--- config.mk ---
export PLATFORM = sky130hd
export DESIGN_NAME = pwm_generator
export DESIGN_NICKNAME = d
export VERILOG_FILES = /design/src/rtl/pwm_pkg.sv /design/src/rtl/pwm_generator.sv
export SDC_FILE = /design/constraint.sdc
export NUM_CORES = 1
export LEC_CHECK = 0
export CORE_MARGIN = 3
export CORE_UTILIZATION = 48
export DETAILED_ROUTE_END_ITERATION = 6
export GPL_TIMING_DRIVEN = 1
export HOLD_SLACK_MARGIN = 0.03
export PLACE_DENSITY = 0.68
export RECOVER_POWER = 50
export SLEW_MARGIN = 40
export SYNTH_ARGS = -nofsm -noshare
export SYNTH_HDL_FRONTEND = slang
export SYNTH_SLANG_ARGS = --single-unit
--- constraint.sdc ---
create_clock -name clk -period 4.5 [get_ports clk]
set_input_delay 0.675 -clock clk [delete_from_list [all_inputs] [get_ports clk]]
set_output_delay 0.675 -clock clk [all_outputs]
set_load 0.005 [all_outputs]
--- src/rtl/pwm_pkg.sv ---
// Shared definitions for the PWM generator and its pwm_counter measurement counterpart.
package pwm_pkg;

    localparam int PWM_WIDTH = 16;

    typedef enum logic [1:0] {
        IDLE  = 2'd0,
        RUN   = 2'd1,
        DRAIN = 2'd2
    } pwm_state_t;

endpackage

--- src/rtl/pwm_generator.sv ---
// Fixed-frequency PWM source with period/high-time shadows reloaded only at period boundaries.
// Optional period_tick output is built when PWM_GEN_TICK_EN is defined.
module pwm_generator
    import pwm_pkg::*;
#(
    parameter int WIDTH = PWM_WIDTH
) (
    input  logic             clk,
    input  logic             rst_n,
    input  logic             en,
    input  logic [WIDTH-1:0] period,
    input  logic [WIDTH-1:0] dty,
    output logic             PWM,
    output logic             busy
`ifdef PWM_GEN_TICK_EN
    ,
    output logic             period_tick
`endif
);

    pwm_state_t       state_q, state_d;
    logic [WIDTH-1:0] cnt_q, cnt_d;
    logic [WIDTH-1:0] period_s_q, period_s_d;
    logic [WIDTH-1:0] dty_s_q, dty_s_d;
    logic             pwm_q, pwm_d;
    logic             busy_q, busy_d;
    logic             tick_d;
    logic             at_last;
    logic             restart;
    logic [WIDTH-1:0] cnt_inc;

    // cnt_q is the period position whose output level PWM currently shows,
    // so the first level of a new period is driven from the freshly sampled dty.
    always_comb begin
        at_last = (period_s_q != '0) && (cnt_q == period_s_q - WIDTH'(1));
        restart = en && (period != '0);
        cnt_inc = cnt_q + WIDTH'(1);

        state_d    = state_q;
        cnt_d      = cnt_q;
        period_s_d = period_s_q;
        dty_s_d    = dty_s_q;
        pwm_d      = pwm_q;
        tick_d     = 1'b0;

        case (state_q)
            IDLE: begin
                period_s_d = period;
                dty_s_d    = dty;
                cnt_d      = '0;
                pwm_d      = 1'b0;
                if (restart) begin
                    state_d = RUN;
                    pwm_d   = (dty != '0);
                    tick_d  = 1'b1;
                end
            end
            RUN, DRAIN: begin
                if (at_last) begin
                    period_s_d = period;
                    dty_s_d    = dty;
                    cnt_d      = '0;
                    if (restart) begin
                        state_d = RUN;
                        pwm_d   = (dty != '0);
                        tick_d  = 1'b1;
                    end else begin
                        state_d = IDLE;
                        pwm_d   = 1'b0;
                    end
                end else begin
                    cnt_d   = cnt_inc;
                    pwm_d   = (cnt_inc < dty_s_q);
                    state_d = en ? RUN : DRAIN;
                end
            end
            default: begin
                state_d = IDLE;
                cnt_d   = '0;
                pwm_d   = 1'b0;
            end
        endcase

        busy_d = (state_d != IDLE);
    end

    always_ff @(posedge clk or negedge rst_n) begin
        if (!rst_n) begin
            state_q    <= IDLE;
            cnt_q      <= '0;
            period_s_q <= '0;
            dty_s_q    <= '0;
            pwm_q      <= 1'b0;
            busy_q     <= 1'b0;
        end else begin
            state_q    <= state_d;
            cnt_q      <= cnt_d;
            period_s_q <= period_s_d;
            dty_s_q    <= dty_s_d;
            pwm_q      <= pwm_d;
            busy_q     <= busy_d;
        end
    end

    assign PWM  = pwm_q;
    assign busy = busy_q;

`ifdef PWM_GEN_TICK_EN
    logic tick_q;

    always_ff @(posedge clk or negedge rst_n) begin
        if (!rst_n) begin
            tick_q <= 1'b0;
        end else begin
            tick_q <= tick_d;
        end
    end

    assign period_tick = tick_q;
`else
    logic unused_tick;
    assign unused_tick = tick_d;
`endif

endmodule

* Word-level counts from Yosys, hierarchy flattened
Index checks and enable logic that the tools add are counted.
** Word-level totals
- Memory bits (writable) :: 0
- Latch bits :: 0
- Memory bits (read-only) :: 0
- Memories kept :: 0
- Register bits after elaboration :: 52
- Word-level logic and storage cells :: 37
- Output and inout port bits :: 2
- Input port bits :: 35
** Operators by class
- Shift operators :: 0
- Divide/modulo/power cells :: 0
- Bitwise gates (word level) :: 0
- Equality and inequality tests :: 4
- Add/sub/neg operators :: 2
- Reductions and logical operators :: 10
- Mux-type cells :: 14
- Multipliers :: 0
- Order comparisons :: 1
** Operator list (number)
- two-way mux 16 bit :: 4
- one-hot mux 16 bit (2 select lines) :: 2
- nonzero test 16 bit :: 3
- adder 16 x 1 -> 16 bit (second input constant) :: 1
- == test 16 bit :: 1
- < comparator 16 bit :: 1
- subtractor 16 x 1 -> 16 bit (second input constant) :: 1
- two-way mux 2 bit :: 3
- one-hot mux 2 bit (2 select lines) :: 1
- nonzero test 2 bit :: 2
- two-way mux 1 bit :: 3
- == test 2 x 1 -> 1 bit (second input constant) :: 1
- == test 2 bit (second input constant) :: 1
- logical AND 1 bit :: 2
- logical NOT 2 bit :: 1
- inequality test 2 bit (second input constant) :: 1
- one-hot mux 1 bit (2 select lines) :: 1
- AND reduction 2 bit :: 1
- OR reduction 2 bit :: 1

* Logic depth before layout (Yosys ltp)
Gate-level depths: netlist of run 1.
- Depth after elaboration :: 6
- Mapped depth :: 13

* Least setup slack after synthesis of run 1
No wires, ideal clock.
- Path kind :: reg-to-reg
- Start point :: register period_s_q[8]
- End point :: register dty_s_q[10]
- Library setup time :: 0.125 ns
- Arrival time :: 2.841 ns
- Period minus slack after synthesis :: 2.966 ns
- Slack :: 1.534 ns
- Stages on the path, launching flop included :: 9
- Cells stage by stage :: dfrtp_1 or3_1 or4_1 a2111o_1 a22oi_2 nand4_4 mux2_4 buf_12 mux2_4
** On the way
- Word-level cells in the longest chain between the ends :: 5
- Elaborated cells between the ends (all ways) :: 6
- Classes of those cells :: 1 x add/sub; 2 x eq/ne; 3 x reduce/logical
** RTL lines
- start: declaration :: line pwm_generator.sv:23 : logic [WIDTH-1:0] period_s_q, period_s_d;
- start signal: assignment :: line pwm_generator.sv:98 : period_s_q <= period_s_d;
- subtractor 16 x 1 -> 16 bit :: line pwm_generator.sv:35 : at_last = (period_s_q != '0) && (cnt_q == period_s_q - WIDTH'(1));
- == test 16 bit :: line pwm_generator.sv:35
- logical AND 1 bit (*) :: line pwm_generator.sv:35
- inequality test 2 bit (no source line) (*)
- AND reduction 2 bit (no source line) (*)
- end signal: assignment :: line pwm_generator.sv:99 : dty_s_q <= dty_s_d;
- end: declaration :: line pwm_generator.sv:24 : logic [WIDTH-1:0] dty_s_q, dty_s_d;
Mark *: on every way between the ends. The rest lies on a longest branch, timed or not.
A chain may end at the register's enable or synchronous reset.

* Worst setup path after layout of run 1
- Start point :: register period_s_q[8]
- End point :: register dty_s_q[11]
The elaborated chain is that of the path after synthesis.

==> results of run 1 <==
## state kept, by name, summed over array words and instances, names as in the netlist
register	count
PWM	1
cnt_q	16
dty_s_q	16
state_q	2
period_s_q	16
busy	1
## cells by family after synthesis
kind of cell	count (synthesis)
DFF	52
xor gates and xnor gates	32
buffers and inverters	33
muxes	33
AOI/OAI and AO/OA	37
and+or+nand+nor	93
adders and majority gates	19
## critical path: stages (launching register included)
cell and delay, ps:
sky130_fd_sc_hd__dfrtp_1 480, sky130_fd_sc_hd__or3_1 430, sky130_fd_sc_hd__or4_1 490, sky130_fd_sc_hd__a2111o_1 430
sky130_fd_sc_hd__a22oi_2 240, sky130_fd_sc_hd__nand4_4 250, sky130_fd_sc_hd__mux2_4 560, sky130_fd_sc_hd__mux2_4 370
## per-stage QoR
step	power, mW	instances	util (%)	hold WS, ps
final	2.22	413	58.1	518
after CTS	2.25	413	58.1	493
after global placement	1.93	405	56.8	494
after global routing	2.40	413	58.1	533
after floorplan	1.77	299	-	379
after detailed placement	1.97	405	56.8	500
## cell usage after synthesis (all sizes together) (5+ instances only)
cell type and count:
a21oi 5, and3 12, dfrtp 52, ha 19
inv 25, mux2 33, nand2 15, nand3 5
nand4 14, nor2 13, nor3 7, nor4 9
o21ai 5, xnor2 21, xor2 11
## per-layer routing
metal  share of wire [%]  wire length [um]  vias to the layer above
met5                   0                 0                        -
met4                 2.4               157                        0
met3                 3.9               259                       11
met2                  47              3130                       49
met1                  46              3080                     1098
li1                    -                 -                     1154
## layout make-up
| class | count | share of cell area (%) |
|---|---|---|
| clock buffers | 6 | 1.92 |
| clock inverters | 2 | 0.431 |
| inverters | 25 | 2.49 |
| multi-input cells | 214 | 48.6 |
| flip-flops and latches | 52 | 34.5 |
| well taps | 77 | 2.55 |
| repair buffers | 37 | 9.52 |
## how the worst max path moves through the flow
stage / endpoint / slack (ps) / cells after the start
floorplan: dty_s_q[10]$_DFFE_PN0P_ / 1530 / 8
global placement: period_s_q[0]$_DFFE_PN0P_ / 1190 / 7
detailed placement: period_s_q[8]$_DFFE_PN0P_ / 1160 / 7
CTS: dty_s_q[11]$_DFFE_PN0P_ / 1130 / 7
global route: dty_s_q[11]$_DFFE_PN0P_ / 900 / 7
finish: dty_s_q[11]$_DFFE_PN0P_ / 1120 / 7
## power groups by stage
stage               clock network, mW  logic (mW)  registers [mW]
finish                          0.272        1.09           0.856
detailed placement                  0        1.11           0.862
global route                    0.300        1.21           0.887
floorplan                           0       0.985           0.787
CTS                             0.281        1.11           0.857
global placement                    0        1.07           0.857
==> results, run 1 <==
- The run finished, with violations left.
- The checks that failed: max-capacitance violations, max-slew violations.
- Along the worst hold path, the cell count comes to 1.
- The overall global routing resource usage is 17.8%.
- The length in cells of the worst reg-to-reg path is 7.
- The startpoint of the most critical setup path is period_s_q[8]$_DFFE_PN0P_.
- The number of maximum-capacitance violations is 1.
- The via count is 2312.
- Of the total power, registers draw 38.5%.
- Summed over all cells, the static leakage comes to about 1.8 nW.
- The clock slew seen by the registers of the worst setup and hold paths is 100 ps.
- Across all register-to-register paths, the minimum setup slack is 1120 ps.
- The post-cts sizing count is 0.
- The final global-route overflow total is 0.
- The critical hold path startpoint is dty_s_q[3]$_DFFE_PN0P_.
- For this run, global-route usage on met2 was measured as 30.3%.
- The number of nets in the synthesized netlist is approximately 350.
- The wire length of the first global-routing pass is roughly 11000 um.
- In this run, CTS created clock tree buffers numbering 5.
- The post-synthesis sequential element count is 52.
- The number of I/O pins is 37.
- Dividing total power by cell area gives a power density of roughly 590 nW/um^2.
- The floorplan step defined a die boundary enclosing 7920 um^2.
- The share of total power in the clock network is about an eighth.
- The master cell of the clock root buffer is sky130_fd_sc_hd__clkbuf_8.
- The summed area of non-filler cells in the final layout is roughly 3800 um^2.
- The path with the worst hold slack has its endpoint at dty_s_q[3]$_DFFE_PN0P_.
- The met3 global-route usage is 3.32%.
- For this design the total switching power over the nets is between 0.8 and 0.9 mW.
- Yosys attributes the largest share of cell area to sky130_fd_sc_hd__dfrtp_1, sky130_fd_sc_hd__mux2_4, sky130_fd_sc_hd__ha_1, sky130_fd_sc_hd__xnor2_1, sky130_fd_sc_hd__xor2_1.
- The count of nets left with antenna violations once routing finished came out at 0.
- In this run, the combinational gates consume approximately half of the power.
- The die width is ~90 um.
- The initial standard-cell utilization of the core is ~51%.
- Measured along the y axis, the die boundary spans 89 um.
- For this block, the routed nets add up to 6630 um of wire.
- The synthesized cell area is 3310 um^2.
- Summing the areas of all xor and xnor instances in the mapped netlist gives ~8.5% of the synthesized area.
- In the layout the commonest cells are sky130_fd_sc_hd__dfrtp_1, sky130_fd_sc_hd__clkdlybuf4s50_1, sky130_fd_sc_hd__mux2_4.
- Entering global routing, the biggest net connects 53 pins.
- The area growth from synthesis to layout is 14.1%.
- The gate count after technology mapping is roughly 300.
- The largest total area in the synthesized netlist belongs to sky130_fd_sc_hd__dfrtp_1.
- The worst flop-to-flop path startpoint is period_s_q[8]$_DFFE_PN0P_.
- The final hold violation count is 0.
- Clock tree synthesis found a total of 52 sinks.
- Setup repair after global routing left no endpoint under its margin.
- The number of enable-type register cells in the synthesized netlist is 0.
- The reg-to-reg endpoint is dty_s_q[11]$_DFFE_PN0P_.
- The most common cell after layout, fill and taps aside is sky130_fd_sc_hd__dfrtp_1.
- The pre-antenna-repair detailed-routing pass consisted of 4 iterations.
- The number of antenna violations at the first check in global routing is 0.
- TritonCTS built the clock tree.
- In the synthesized netlist the dominant register cell turns out to be sky130_fd_sc_hd__dfrtp_1.
- The buffer depth of the longest clock path is 2.
- The final estimated routing congestion in global placement is approximately 0.86.
- The minimum period implied by the final worst setup slack is 3380 ps.
- The maximum level of the CTS H-tree is 2.
- In this run, post-CTS hold repair placed 0 buffers.
- The count of inserted antenna diode cells is 0.
- The kind of launch point of the worst setup path is a register.
- The routed length per placed instance is 16.0 um.
- The largest family of logic cells by synthesized area is simple AND/OR/NAND/NOR gates.
- The max-slew violation total from the final report is between 50 and 60.
- The share of flip-flops with an asynchronous set or reset after synthesis is 100%.
- After synthesis, flip-flops and latches occupy roughly two fifths of the total area.
- For this block, the initial DRC count from the detailed router was 83.
- The clock reaches the later pin of the worst-skew pair after 310 ps.
- The worst path uses 75.1% of the clock period.
- For the pin with the worst max-slew slack, the measured transition is 2750 ps.
- The pre-CTS setup slack is 1160 ps.
- The share of the synthesized area in compound gates (AO/OA/AOI/OAI) is 8.78%.
- Of the total synthesized cell area, the portion taken by full adders, half adders and majority gates is 7.19%.
- The largest clock skew in the final design is 8.58 ps.
- At the end of the flow, the number of nets in the layout was just under 400.
- In the final layout, the share of cells above drive strength 1 is 16.7%.
- The per-cell via count in the routed design is 5.60.
- The simple-gate area share of the yosys netlist is 16.2%.
- The worst relative slew slack is -83.5%.
- After synthesis, the netlist uses 52 different library cells.
- Registers take 1300 um^2.
- The worst hold path belongs to the class register to register.
- Setup violations remaining at the end of the flow were counted as 0.
- The area of the core is around 6500 um^2.
- The worst-path maximum fanout is 32.
- The port buffer count is 36.
- The number of global-route vias before repair is 2332.
- Row generation in the floorplan step produced 29 rows.
- The worst setup path is of the register to register kind.
- The global-route track usage on met1 is 22.7%.
- For the final routed database, the setup TNS stands at 0 ps.
- After clock tree synthesis, the setup repair step added 0 buffers.
- In this run switching power makes up between 30% and 40% of total power.
- The worst-case vdd ir drop is 302 uV.
- The synthesized design devotes to its leading area cell type between 30% and 40% of total area.
- The DRC violation count after routing is 0.
- Static timing analysis puts the maximum clock frequency at 296 MHz.
- Yosys printed 0 warnings.
- Fill cells in the final layout number 575.
- The most used routing layer in global routing is met2.
- The critical path endpoint category is a register.
- The least setup slack across all paths after layout is around 1100 ps.
- After synthesis, the share of cell area in mux cells is about 15%.
- Data arrives at the worst endpoint at 3580 ps.
- The design internal power is 1.39 mW.
- STA puts the critical path data required time at 4700 ps.
- The multi-input gate area in the final layout is 1830 um^2.
- Summing all placed instances gives a cell area of 3690 um^2.
- The average cell area after synthesis is 11.1 um^2.
- After legalization and detailed placement, the total HPWL measured 5060 um.
Power figures use the tool's default switching activity.
==> run 2: changes to the inputs <==
==> constraint.sdc (replaced) <==
create_clock -name clk -period 3.4 [get_ports clk]
set_input_delay 0.51 -clock clk [delete_from_list [all_inputs] [get_ports clk]]
set_output_delay 0.51 -clock clk [all_outputs]
set_load 0.005 [all_outputs]
==> results, run 2 (synthesis results as in run 1) <==
- The worst path needs 3140 ps of the cycle, external delays included.
- Entering global routing, the biggest net connects 33 pins.
- Setup repair after global routing left no endpoint under its margin.
- The clock network burns between 10% and 20% of the power.
- The port buffer count is 36.
- CTS built an H-tree with a depth of 2.
- In this run the count of I/O pins placed on the die edge is 37.
- The number of placement rows is 29.
- At the worst endpoint, the arrival time is 3340 ps.
- Routability-driven placement finished with a final weighted congestion of 0.789.
- The area of the core is 6490 um^2.
- For the worst flop-to-flop path, the logic depth is 7.
- The final reports fail on max-capacitance violations, max-slew violations.
- 0 antenna diodes ended up in the layout.
- The reg-to-reg endpoint is dty_s_q[9]$_DFFE_PN0P_.
- The worst reg-to-reg setup slack is 260 ps.
- In this run, the combinational gates consume 49.9% of the power.
- The CTS tree is done.
- The number of antenna violations at the first check in global routing was 0.
- The number of clock sinks is 52.
- The floorplan step defined a die boundary enclosing 7920 um^2.
- STA classifies the critical path startpoint as a register.
- After detailed routing, the number of remaining DRC violations is 0.
- The share of layout cells above drive strength 1 is roughly 17%.
- In the final layout, the registers with the most flip-flops are cnt_q x16, dty_s_q x16, period_s_q x16.
- The number of gates resized after CTS was 0.
- Counting the buffers created by CTS gives 5.
- The worst relative slew slack is -1.42%.
- Leaving out fill and tap cells, the most frequent cells in the layout are sky130_fd_sc_hd__dfrtp_1, sky130_fd_sc_hd__clkdlybuf4s50_1, sky130_fd_sc_hd__mux2_4.
- The max-slew violation total from the final report was 29.
- The worst-path maximum fanout is 32.
- The clock slew seen by the registers of the worst setup and hold paths is approximately 100 ps.
- Summed over all nets, the switching power comes to around 1.1 mW.
- Based on the critical path, the design can be clocked at up to around 320 MHz.
- The worst-case IR drop observed on VDD is 311 uV.
- The overall die height is 89 um.
- The via count is 2304.
- The largest clock skew in the final design is 5.01 ps.
- The number of iterations in the first detailed-routing pass is 4.
- Relative to the synthesized area, the layout overhead comes to 14.7%.
- STA classifies the critical path endpoint as a register.
- The number of global-route vias before repair is ~2.4k.
- In this run the worst hold path is classified as register to register.
- The summed area of non-filler cells in the final layout is 3790 um^2.
- The iteration-0 DRC count of the detailed router is 79.
- For the worst-skew pair, the clock arrives at the later sink with an insertion delay of 310 ps.
- The flow ran to the end, but the final reports show violations.
- Summed over all failing endpoints, the final setup total negative slack is 0 ps.
- Setup violations remaining at the end of the flow were counted as 0.
- Dividing total power by cell area gives a power density of 781 nW/um^2.
- The switching power share of the total is 37.6%.
- The first global-routing pass estimated 11500 um of wire.
- The number of cells traversed by the worst hold path is 1.
- For this configuration, the core starts out at a cell density of 50.9%.
- The master cell of the clock root buffer is sky130_fd_sc_hd__clkbuf_8.
- At the end of the flow, the number of nets in the layout was ~390.
- The worst hold path terminates at dty_s_q[0]$_DFFE_PN0P_.
- Once detailed placement completed, the half-perimeter wirelength came to 5160 um.
- The worst setup path category is register to register.
- The transition time at the pin with the least slew margin is between 1500 and 2000 ps.
- In the global route stage, overall resource usage came out at 18.7%.
- After detailed placement, the total cell area comes to 3710 um^2.
- After detailed routing, the total wire length is 6660 um.
- The per-cell via count in the routed design is approximately 5.5.
- The library cell used most frequently in the layout, excluding fill and tap cells, is sky130_fd_sc_hd__dfrtp_1.
- The routed length per placed instance is approximately 16 um.
- Global routing finished with a remaining overflow of 0.
- The tool flagged a number of max-cap violations equal to 1.
- The final hold violation count was 0.
- The die width is between 80 and 90 um.
- Summed over all cells, the static leakage comes to 1.80 nW.
- The worst hold path begins at dty_s_q[0]$_DFFE_PN0P_.
- In this run the post-CTS setup repair buffer count came out at 0.
- STA puts the critical path data required time at approximately 3600 ps.
- The number of hold buffers added after cts is 0.
- The ratio of final minimum period to clock period is 92.4%.
- The design internal power is 1.85 mW.
- The longest clock path from root to sink contains 2 buffers.
- The completed layout was analyzed and its total power is 2.96 mW.
- Once detail routing completed, the nets flagged for antenna violations numbered 0.
- The startpoint identified for the worst register-to-register timing path is period_s_q[8]$_DFFE_PN0P_.
- The share of total power in sequential cells is between 30% and 40%.
[run 2: metal layers]
| layer | routed length, um | share of wire [%] | vias up | GRT usage, % |
|---|---|---|---|---|
| li1 | - | - | 1158 | - |
| met5 | 0 | 0 | - | 0 |
| met4 | 89 | 1.3 | 0 | 6.09 |
| met3 | 207 | 3.1 | 8 | 3.13 |
| met1 | 3200 | 48 | 1104 | 24.6 |
| met2 | 3160 | 47 | 34 | 31.3 |
[run 2: how the worst max path moves through the flow]
| stage | start | endpoint | depth (start not counted) |
|---|---|---|---|
| 3_3_place_gp | period_s_q[8]$_DFFE_PN0P_ | dty_s_q[3]$_DFFE_PN0P_ | 7 |
| 6_report | period_s_q[8]$_DFFE_PN0P_ | dty_s_q[9]$_DFFE_PN0P_ | 7 |
| 2_1_floorplan | period_s_q[8]$_DFFE_PN0P_ | dty_s_q[10]$_DFFE_PN0P_ | 8 |
| 3_5_place_dp | period_s_q[10]$_DFFE_PN0P_ | dty_s_q[14]$_DFFE_PN0P_ | 7 |
| 5_1_grt | period_s_q[8]$_DFFE_PN0P_ | dty_s_q[9]$_DFFE_PN0P_ | 7 |
| 4_1_cts | period_s_q[8]$_DFFE_PN0P_ | period_s_q[11]$_DFFE_PN0P_ | 7 |
[run 2: power by group through the flow]
stage	sequential [mW]	combinational, mW	clock, mW
final	1.12	1.48	0.360
after global routing	1.17	1.65	0.392
after CTS	1.13	1.49	0.370
after detailed placement	1.13	1.49	0
after global placement	1.13	1.43	0
after floorplan	1.04	1.30	0
[run 2: metrics by stage]
step | utilization [%] | hold slack (ps) | cells | worst slack, ps
6_report | 58.4 | 518 | 416 | 258
5_1_grt | 58.4 | 533 | 416 | 127
4_1_cts | 58.5 | 237 | 416 | 253
3_5_place_dp | 57.1 | 499 | 408 | 279
3_3_place_gp | 57.1 | 493 | 408 | 308
2_1_floorplan | - | 214 | 299 | 434
[run 2: worst max-delay path: stages (launching register included)]
cell                       delay [ps]
sky130_fd_sc_hd__dfrtp_1          460
sky130_fd_sc_hd__or3_1            420
sky130_fd_sc_hd__or4_1            480
sky130_fd_sc_hd__a2111o_1         430
sky130_fd_sc_hd__a22oi_2          230
sky130_fd_sc_hd__nand4_4          120
sky130_fd_sc_hd__mux2_4           510
sky130_fd_sc_hd__mux2_4           380
[run 2: layout make-up]
type,count,area (um^2)
Clock buffer,6,72.6
Clock inverter,2,16.3
Fill cell,579,2700
Inverter,25,93.8
Multi-Input combinational cell,214,1830
Sequential cell,52,1300
Tap cell,77,96.3
Timing Repair Buffer,40,380
